### config.mk
export PLATFORM = sky130hd
export DESIGN_NAME = sram_port_arbiter_flat
export DESIGN_NICKNAME = d
export VERILOG_FILES = /design/src/rtl/sram_port_arbiter_if.sv /design/src/rtl/sram_port_arbiter.sv /design/src/flat_wrapper.sv
export SDC_FILE = /design/constraint.sdc
export NUM_CORES = 1
export LEC_CHECK = 0
export CORE_MARGIN = 8
export CORE_UTILIZATION = 35
export DETAILED_ROUTE_END_ITERATION = 10
export DONT_BUFFER_PORTS = 1
export GPL_TIMING_DRIVEN = 0
export SYNTH_ARGS = -nofsm -noshare
export SYNTH_HDL_FRONTEND = slang
export SYNTH_SLANG_ARGS = --single-unit
export TNS_END_PERCENT = 30
### constraint.sdc
create_clock -name CLK -period 8 [get_ports CLK]
set_clock_uncertainty 0.2 [all_clocks]
set_input_delay 2.4 -clock CLK [delete_from_list [all_inputs] [get_ports CLK]]
set_output_delay 2.4 -clock CLK [all_outputs]
set_load 0.02 [all_outputs]
### src/rtl/sram_port_arbiter_if.sv
// Requester-side bus of sram_port_arbiter: packed per-requester request slices
// plus the shared one-hot read response.
interface sram_port_arbiter_if #(
    parameter int unsigned NUM_REQ = 4,
    parameter int unsigned AW      = 11,
    parameter int unsigned DW      = 32
);
    logic [NUM_REQ-1:0]    req_valid;
    logic [NUM_REQ-1:0]    req_ready;
    logic [NUM_REQ-1:0]    req_we;
    logic [NUM_REQ*AW-1:0] req_addr;
    logic [NUM_REQ*DW-1:0] req_wdata;
    logic [NUM_REQ-1:0]    req_lock;
    logic [NUM_REQ-1:0]    rsp_valid;
    logic [DW-1:0]         rsp_rdata;

    modport master (
        output req_valid, req_we, req_addr, req_wdata, req_lock,
        input  req_ready, rsp_valid, rsp_rdata
    );

    modport slave (
        input  req_valid, req_we, req_addr, req_wdata, req_lock,
        output req_ready, rsp_valid, rsp_rdata
    );
endinterface

### src/rtl/sram_port_arbiter.sv
// Round-robin arbiter sharing one single-port SRAM among NUM_REQ requesters.
// Optional grant locking is compiled in with `define SRAM_ARB_LOCK_EN.
module sram_port_arbiter #(
    parameter int unsigned NUM_REQ     = 4,
    parameter int unsigned numWord     = 2048,
    parameter int unsigned numBit      = 32,
    parameter int unsigned numWordAddr = $clog2(numWord),
    parameter int unsigned LOCK_MAX    = 16
) (
    input  logic                   CLK,
    input  logic                   RST,
    input  logic                   scan_en_in,
    sram_port_arbiter_if.slave     bus,
    output logic                   sram_CEB,
    output logic                   sram_WEB,
    output logic [numWordAddr-1:0] sram_A,
    output logic [numBit-1:0]      sram_D,
    input  logic [numBit-1:0]      sram_Q
);
    localparam int unsigned PW = $clog2(NUM_REQ);

    logic [PW-1:0]          ptr_q, ptr_d;
    logic                   ceb_q, ceb_d;
    logic                   web_q, web_d;
    logic [numWordAddr-1:0] a_q, a_d;
    logic [numBit-1:0]      d_q, d_d;
    logic [NUM_REQ-1:0]     tag_q, tag_d;
    logic [NUM_REQ-1:0]     rsp_q, rsp_d;

    logic [NUM_REQ-1:0]     gnt_c;
    logic [PW-1:0]          gnt_idx_c;
    logic [PW-1:0]          nxt_idx_c;
    logic [PW:0]            cand_c;
    logic                   found_c;
    logic                   xfer_c;
    logic                   we_sel_c;

`ifdef SRAM_ARB_LOCK_EN
    localparam int unsigned CW = $clog2(LOCK_MAX + 1);

    logic [CW-1:0]          cnt_q, cnt_d, cnt_nxt_c;
    logic [PW-1:0]          owner_q, owner_d;
    logic                   lock_sel_c;

    assign lock_sel_c = |(gnt_c & bus.req_lock);
`else
    logic                   unused_lock_c;

    assign unused_lock_c = ^{bus.req_lock, LOCK_MAX[0]};
`endif

    // First valid requester at or after the pointer, wrapping modulo NUM_REQ
    always_comb begin
        gnt_c     = '0;
        gnt_idx_c = '0;
        found_c   = 1'b0;
        cand_c    = '0;
        if (!scan_en_in && !RST) begin
            for (int off = 0; off < NUM_REQ; off++) begin
                cand_c = (PW+1)'(ptr_q) + (PW+1)'(off);
                if (cand_c >= (PW+1)'(NUM_REQ)) begin
                    cand_c = cand_c - (PW+1)'(NUM_REQ);
                end
                if (!found_c && bus.req_valid[cand_c[PW-1:0]]) begin
                    found_c                   = 1'b1;
                    gnt_idx_c                 = cand_c[PW-1:0];
                    gnt_c[cand_c[PW-1:0]]     = 1'b1;
                end
            end
        end
    end

    assign xfer_c    = |gnt_c;
    assign we_sel_c  = |(gnt_c & bus.req_we);
    assign nxt_idx_c = (gnt_idx_c == PW'(NUM_REQ - 1)) ? '0 : gnt_idx_c + 1'b1;

    // Next-state: SRAM command, read tag pipeline and pointer
    always_comb begin
        ceb_d = 1'b1;
        web_d = 1'b1;
        a_d   = a_q;
        d_d   = d_q;
        tag_d = '0;
        rsp_d = tag_q;
        ptr_d = ptr_q;
`ifdef SRAM_ARB_LOCK_EN
        cnt_d     = cnt_q;
        owner_d   = owner_q;
        cnt_nxt_c = '0;
`endif
        if (xfer_c) begin
            ceb_d = 1'b0;
            web_d = ~we_sel_c;
            for (int i = 0; i < NUM_REQ; i++) begin
                if (gnt_c[i]) begin
                    a_d = bus.req_addr[i*numWordAddr +: numWordAddr];
                    d_d = bus.req_wdata[i*numBit +: numBit];
                end
            end
            tag_d = we_sel_c ? '0 : gnt_c;
            ptr_d = nxt_idx_c;
`ifdef SRAM_ARB_LOCK_EN
            owner_d = gnt_idx_c;
            if (lock_sel_c) begin
                cnt_nxt_c = (owner_q == gnt_idx_c && cnt_q != '0) ? cnt_q + 1'b1 : CW'(1);
                if (cnt_nxt_c == CW'(LOCK_MAX)) begin
                    cnt_d = '0;
                end else begin
                    ptr_d = gnt_idx_c;
                    cnt_d = cnt_nxt_c;
                end
            end else begin
                cnt_d = '0;
            end
`endif
        end
    end

    always_ff @(posedge CLK or posedge RST) begin
        if (RST) begin
            ptr_q <= '0;
            ceb_q <= 1'b1;
            web_q <= 1'b1;
            a_q   <= '0;
            d_q   <= '0;
            tag_q <= '0;
            rsp_q <= '0;
`ifdef SRAM_ARB_LOCK_EN
            cnt_q   <= '0;
            owner_q <= '0;
`endif
        end else begin
            ptr_q <= ptr_d;
            ceb_q <= ceb_d;
            web_q <= web_d;
            a_q   <= a_d;
            d_q   <= d_d;
            tag_q <= tag_d;
            rsp_q <= rsp_d;
`ifdef SRAM_ARB_LOCK_EN
            cnt_q   <= cnt_d;
            owner_q <= owner_d;
`endif
        end
    end

    assign bus.req_ready = gnt_c;
    assign bus.rsp_valid = rsp_q;
    assign bus.rsp_rdata = sram_Q;
    assign sram_CEB      = ceb_q;
    assign sram_WEB      = web_q;
    assign sram_A        = a_q;
    assign sram_D        = d_q;
endmodule

### src/flat_wrapper.sv
// flat-port wrapper written by rule: the top's interface ports become plain ports
module sram_port_arbiter_flat 
#(
    parameter int unsigned NUM_REQ     = 4,
    parameter int unsigned numWord     = 2048,
    parameter int unsigned numBit      = 32,
    parameter int unsigned numWordAddr = $clog2(numWord),
    parameter int unsigned LOCK_MAX    = 16
)
  (CLK, RST, scan_en_in, sram_CEB, sram_WEB, sram_A, sram_D, sram_Q, bus_req_valid, bus_req_we, bus_req_addr, bus_req_wdata, bus_req_lock, bus_req_ready, bus_rsp_valid, bus_rsp_rdata);
  sram_port_arbiter_if #(.NUM_REQ(NUM_REQ)) bus_i ();
  input  logic CLK;
  input  logic RST;
  input  logic scan_en_in;
  output logic sram_CEB;
  output logic sram_WEB;
  output logic [numWordAddr-1:0] sram_A;
  output logic [numBit-1:0] sram_D;
  input  logic [numBit-1:0] sram_Q;
  input wire logic [$bits(bus_i.req_valid)-1:0] bus_req_valid;
  input wire logic [$bits(bus_i.req_we)-1:0] bus_req_we;
  input wire logic [$bits(bus_i.req_addr)-1:0] bus_req_addr;
  input wire logic [$bits(bus_i.req_wdata)-1:0] bus_req_wdata;
  input wire logic [$bits(bus_i.req_lock)-1:0] bus_req_lock;
  output wire logic [$bits(bus_i.req_ready)-1:0] bus_req_ready;
  output wire logic [$bits(bus_i.rsp_valid)-1:0] bus_rsp_valid;
  output wire logic [$bits(bus_i.rsp_rdata)-1:0] bus_rsp_rdata;
  assign bus_i.req_valid = bus_req_valid;
  assign bus_i.req_we = bus_req_we;
  assign bus_i.req_addr = bus_req_addr;
  assign bus_i.req_wdata = bus_req_wdata;
  assign bus_i.req_lock = bus_req_lock;
  assign bus_req_ready = bus_i.req_ready;
  assign bus_rsp_valid = bus_i.rsp_valid;
  assign bus_rsp_rdata = bus_i.rsp_rdata;
  sram_port_arbiter #(.NUM_REQ(NUM_REQ), .numWord(numWord), .numBit(numBit), .numWordAddr(numWordAddr), .LOCK_MAX(LOCK_MAX)) u_core (.CLK(CLK), .RST(RST), .scan_en_in(scan_en_in), .bus(bus_i), .sram_CEB(sram_CEB), .sram_WEB(sram_WEB), .sram_A(sram_A), .sram_D(sram_D), .sram_Q(sram_Q));
endmodule
==> impl_results.md <==
* Met2 usage at between 30% and 40%
* MaxCap Viol Count at 0
* Fmax at 0.134 GHz
* Vias in the first global route at ~6k
* Layout Nets at about 900
* Post-DRT Antenna Nets at 0
* Pwr dens at about 300 mW/mm^2
* Total negative slack at 0 ns
* Rel. slew slack at approximately a quarter
* Register share of total power at a little over a third
* Placed cell count at 878
* Gpl congestion at ~0.84
* Post-CTS Resized at 0
* CP required at about 5.4 ns
* Yosys cell types at 57
* Post-layout min period at about 7.5 ns
* Crit share post-route at 93.4%
* CTS HTree Levels at 2
* Leak pwr at between 2 and 3 nW
* Share of cells above drive strength 1 at 11.8%
* Final Max Slew Viols at 0
* Ys async rst share at 100%
* Post-Layout Cell Count at around 900
* Core ar. at ~0.016 sq mm
* FP Rows at 46
* Post-DP HPWL at ~19000 um
* M1 GR Usage at 27.4%
* Hold crit path type: register to register
* Port bufs at 0
* Number of synthesized flops with an enable pin at 0
* P_int at between 0.9 and 1 mW
* TritonCTS Buffers at 5
* Startpoint Class: input pin
* Worst Path Max Fanout at 10
* Syn Std Cell Area at about 0.0056 sq mm
* Sw frac at roughly half
* Clock latency on the worst-skew pair at 0.31 ns
* Peak VDD IR at around 0.12 mV
* Total Power at about 1.8 mW
* Post-layout util at 38.3%
* CTS Buffer Depth at 2
* # hold bufs at CTS at 0
* Area of the die at just over 0.02 sq mm
* Psw at 0.879 mW
* Gate Count Post-Synth at 661
* Final hold violations at 0
* Worst Setup End Kind: output port
* Root buf cell: clkbuf_16
* Status: completed
* Slew @ Worst Pin at about 1.1 ns
* Vias per cell at 6.39
* GRT met3 Usage at around 7.4%
* Number of fill cells at between 1.5k and 2k
* Antenna diodes at 0
* Seq/Total Area, Yosys at between 20% and 30%
* Number of synthesized register bits at 55
* Critical path type: input pin to output port
* Top FF cell, synth: dfrtp_1
* Synth-to-Final Area Change at 7.84%
* First-iteration detailed-routing DRC count at around 470
* Initial DRT Pass Iterations at 6
* Power share of the clock group at a little over an eighth
* Total gr overflow at 0
* Die width at approximately 140 um
* Initial antenna violation count at 0
* Comb pwr share at ~50%
* Warnings from Yosys at 0
* WL final at 23800 um
* Avg Inst Size Synth at 8.45 sq um
* Largest net degree at the start of global routing at 31
* Effective utilization at floorplan at between 30% and 40%
* Final setup vio count at 0
* Global Route Usage Sum at between 20 and 25%
* Via count at 5662
* Sink Count at 55
* Syn nets at around 890
* Clock-pin slew on the worst setup and hold paths at about 0.08 ns
* Post-CTS setup buffers at 0
* Worst Path Arrival at around 4.9 ns
* WL/cell at between 20 and 30 um
* Die height at between 100 and 150 um
* Busiest grt layer: met2
* CTS tree: done
* First-pass GRT wire length at approximately 35000 um
* I/O pins at 304
* RSZ-0062 raised after global routing: no
* Post-route DRC at 0
-- power by group through the flow --
stage               clock (mW)  sequential (mW)  combinational, mW
finish                   0.237            0.648              0.893
global placement             0            0.656              0.863
floorplan                    0            0.611              0.685
CTS                      0.243            0.654              0.893
global route             0.253            0.665              0.989
detailed placement           0            0.657              0.893
-- layout by cell type (no fill, tap or decap), types with 6 or more instances in the layout --
| cell | count |
|---|---|
| mux2i_1 | 7 |
| o311ai_1 | 17 |
| a31oi_1 | 43 |
| clkbuf_1 | 62 |
| o21bai_1 | 43 |
| buf_4 | 34 |
| and4_1 | 44 |
| a41oi_1 | 44 |
| buf_6 | 6 |
| dfrtp_1 | 53 |
| o311ai_0 | 26 |
| buf_2 | 14 |
| ha_1 | 8 |
| o31a_1 | 43 |
| a22oi_1 | 43 |
| inv_1 | 93 |
| a21oi_1 | 6 |
| nor2b_1 | 7 |
-- cell families after synthesis --
kind of cell | count (synthesis) | share of synthesized area (%)
AO/OA/AOI/OAI | 286 | 41.3
buffers and inverters | 215 | 17.9
AND/OR/NAND/NOR | 86 | 11.8
flip-flops | 55 | 24.7
multiplexers | 11 | 2.53
adder cells (fa/ha/maj) | 8 | 1.79
-- metal layers --
metal  vias to the layer above  wire length [um]
li1                       2548                 -
met1                      2743              9640
met2                       347             11400
met3                        24              2390
met4                         0               294
met5                         -                 0
-- cell usage after synthesis (5+ instances only) --
| master | count | share of area [%] |
|---|---|---|
| a21oi_1 | 6 | 0.54 |
| a22oi_1 | 43 | 5.8 |
| a31oi_1 | 43 | 4.8 |
| a41oi_1 | 44 | 6.9 |
| and4_1 | 44 | 6.9 |
| buf_2 | 14 | 1.3 |
| buf_4 | 34 | 4.6 |
| buf_6 | 6 | 1.2 |
| clkbuf_1 | 62 | 4.2 |
| dfrtp_1 | 53 | 24 |
| ha_1 | 8 | 1.8 |
| inv_1 | 94 | 6.3 |
| mux2i_1 | 7 | 1.3 |
| nand2_1 | 5 | 0.34 |
| nor2b_1 | 7 | 0.78 |
| o21bai_1 | 43 | 5.8 |
| o311ai_0 | 26 | 4.1 |
| o311ai_1 | 17 | 2.7 |
| o31a_1 | 43 | 6.7 |
-- worst max-delay path, cell delays in order --
cell and delay, ns:
clkbuf_1 0.17, mux4_2 0.48, buf_2 0.19, a21oi_1 0.14
nor3_1 0.06, nor3_1 0.26, clkbuf_1 0.52, clkbuf_1 0.41
inv_1 0.22
-- path summary, 6_finish.rpt --
check	start	slack, ns	end	cells past startpoint
min in group asynchronous	RST	1.85	u_core.ptr_q[0]	1
worst max-delay path	bus_req_valid[0]	0.53	bus_req_ready[0]	9
max in group asynchronous	RST	5.07	u_core.sram_WEB	2
worst min-delay path	u_core.rsp_d[1]	0.15	u_core.bus.rsp_valid[1]	0
worst min register to register	u_core.rsp_d[1]	0.15	u_core.bus.rsp_valid[1]	0
worst max register to register	u_core.ptr_q[0]	3.39	u_core.sram_D[1]	12
-- metrics by stage --
step | area, sq um | setup WS (ns) | hold WS, ns
detailed placement | 5870 | 0.495 | 0.136
finish | 6020 | 0.530 | 0.150
CTS | 6020 | 0.495 | 0.153
global placement | 5850 | 0.525 | 0.132
floorplan | 5580 | 1.12 | 0.131
global route | 6020 | 0.243 | 0.163
-- layout make-up --
type,instances,area [sq um],area share [%]
multi-input combinational,391,3210,53.3
inverter,95,357,5.92
clock inverter,3,22.5,0.374
sequential,55,1380,22.9
timing repair buffer,1,20.0,0.332
buffer,120,641,10.6
tap,216,270,4.49
clock buffer,5,125,2.08
-- registers in the layout, indices dropped and copies added (netlist names) --
signal and cells:
u_core.sram_CEB 1, u_core.bus.rsp_valid 4, u_core.rsp_d 4, u_core.ptr_q 2
u_core.sram_WEB 1, u_core.sram_D 32, u_core.sram_A 11
No activity file was read; power rests on OpenSTA's default activity.
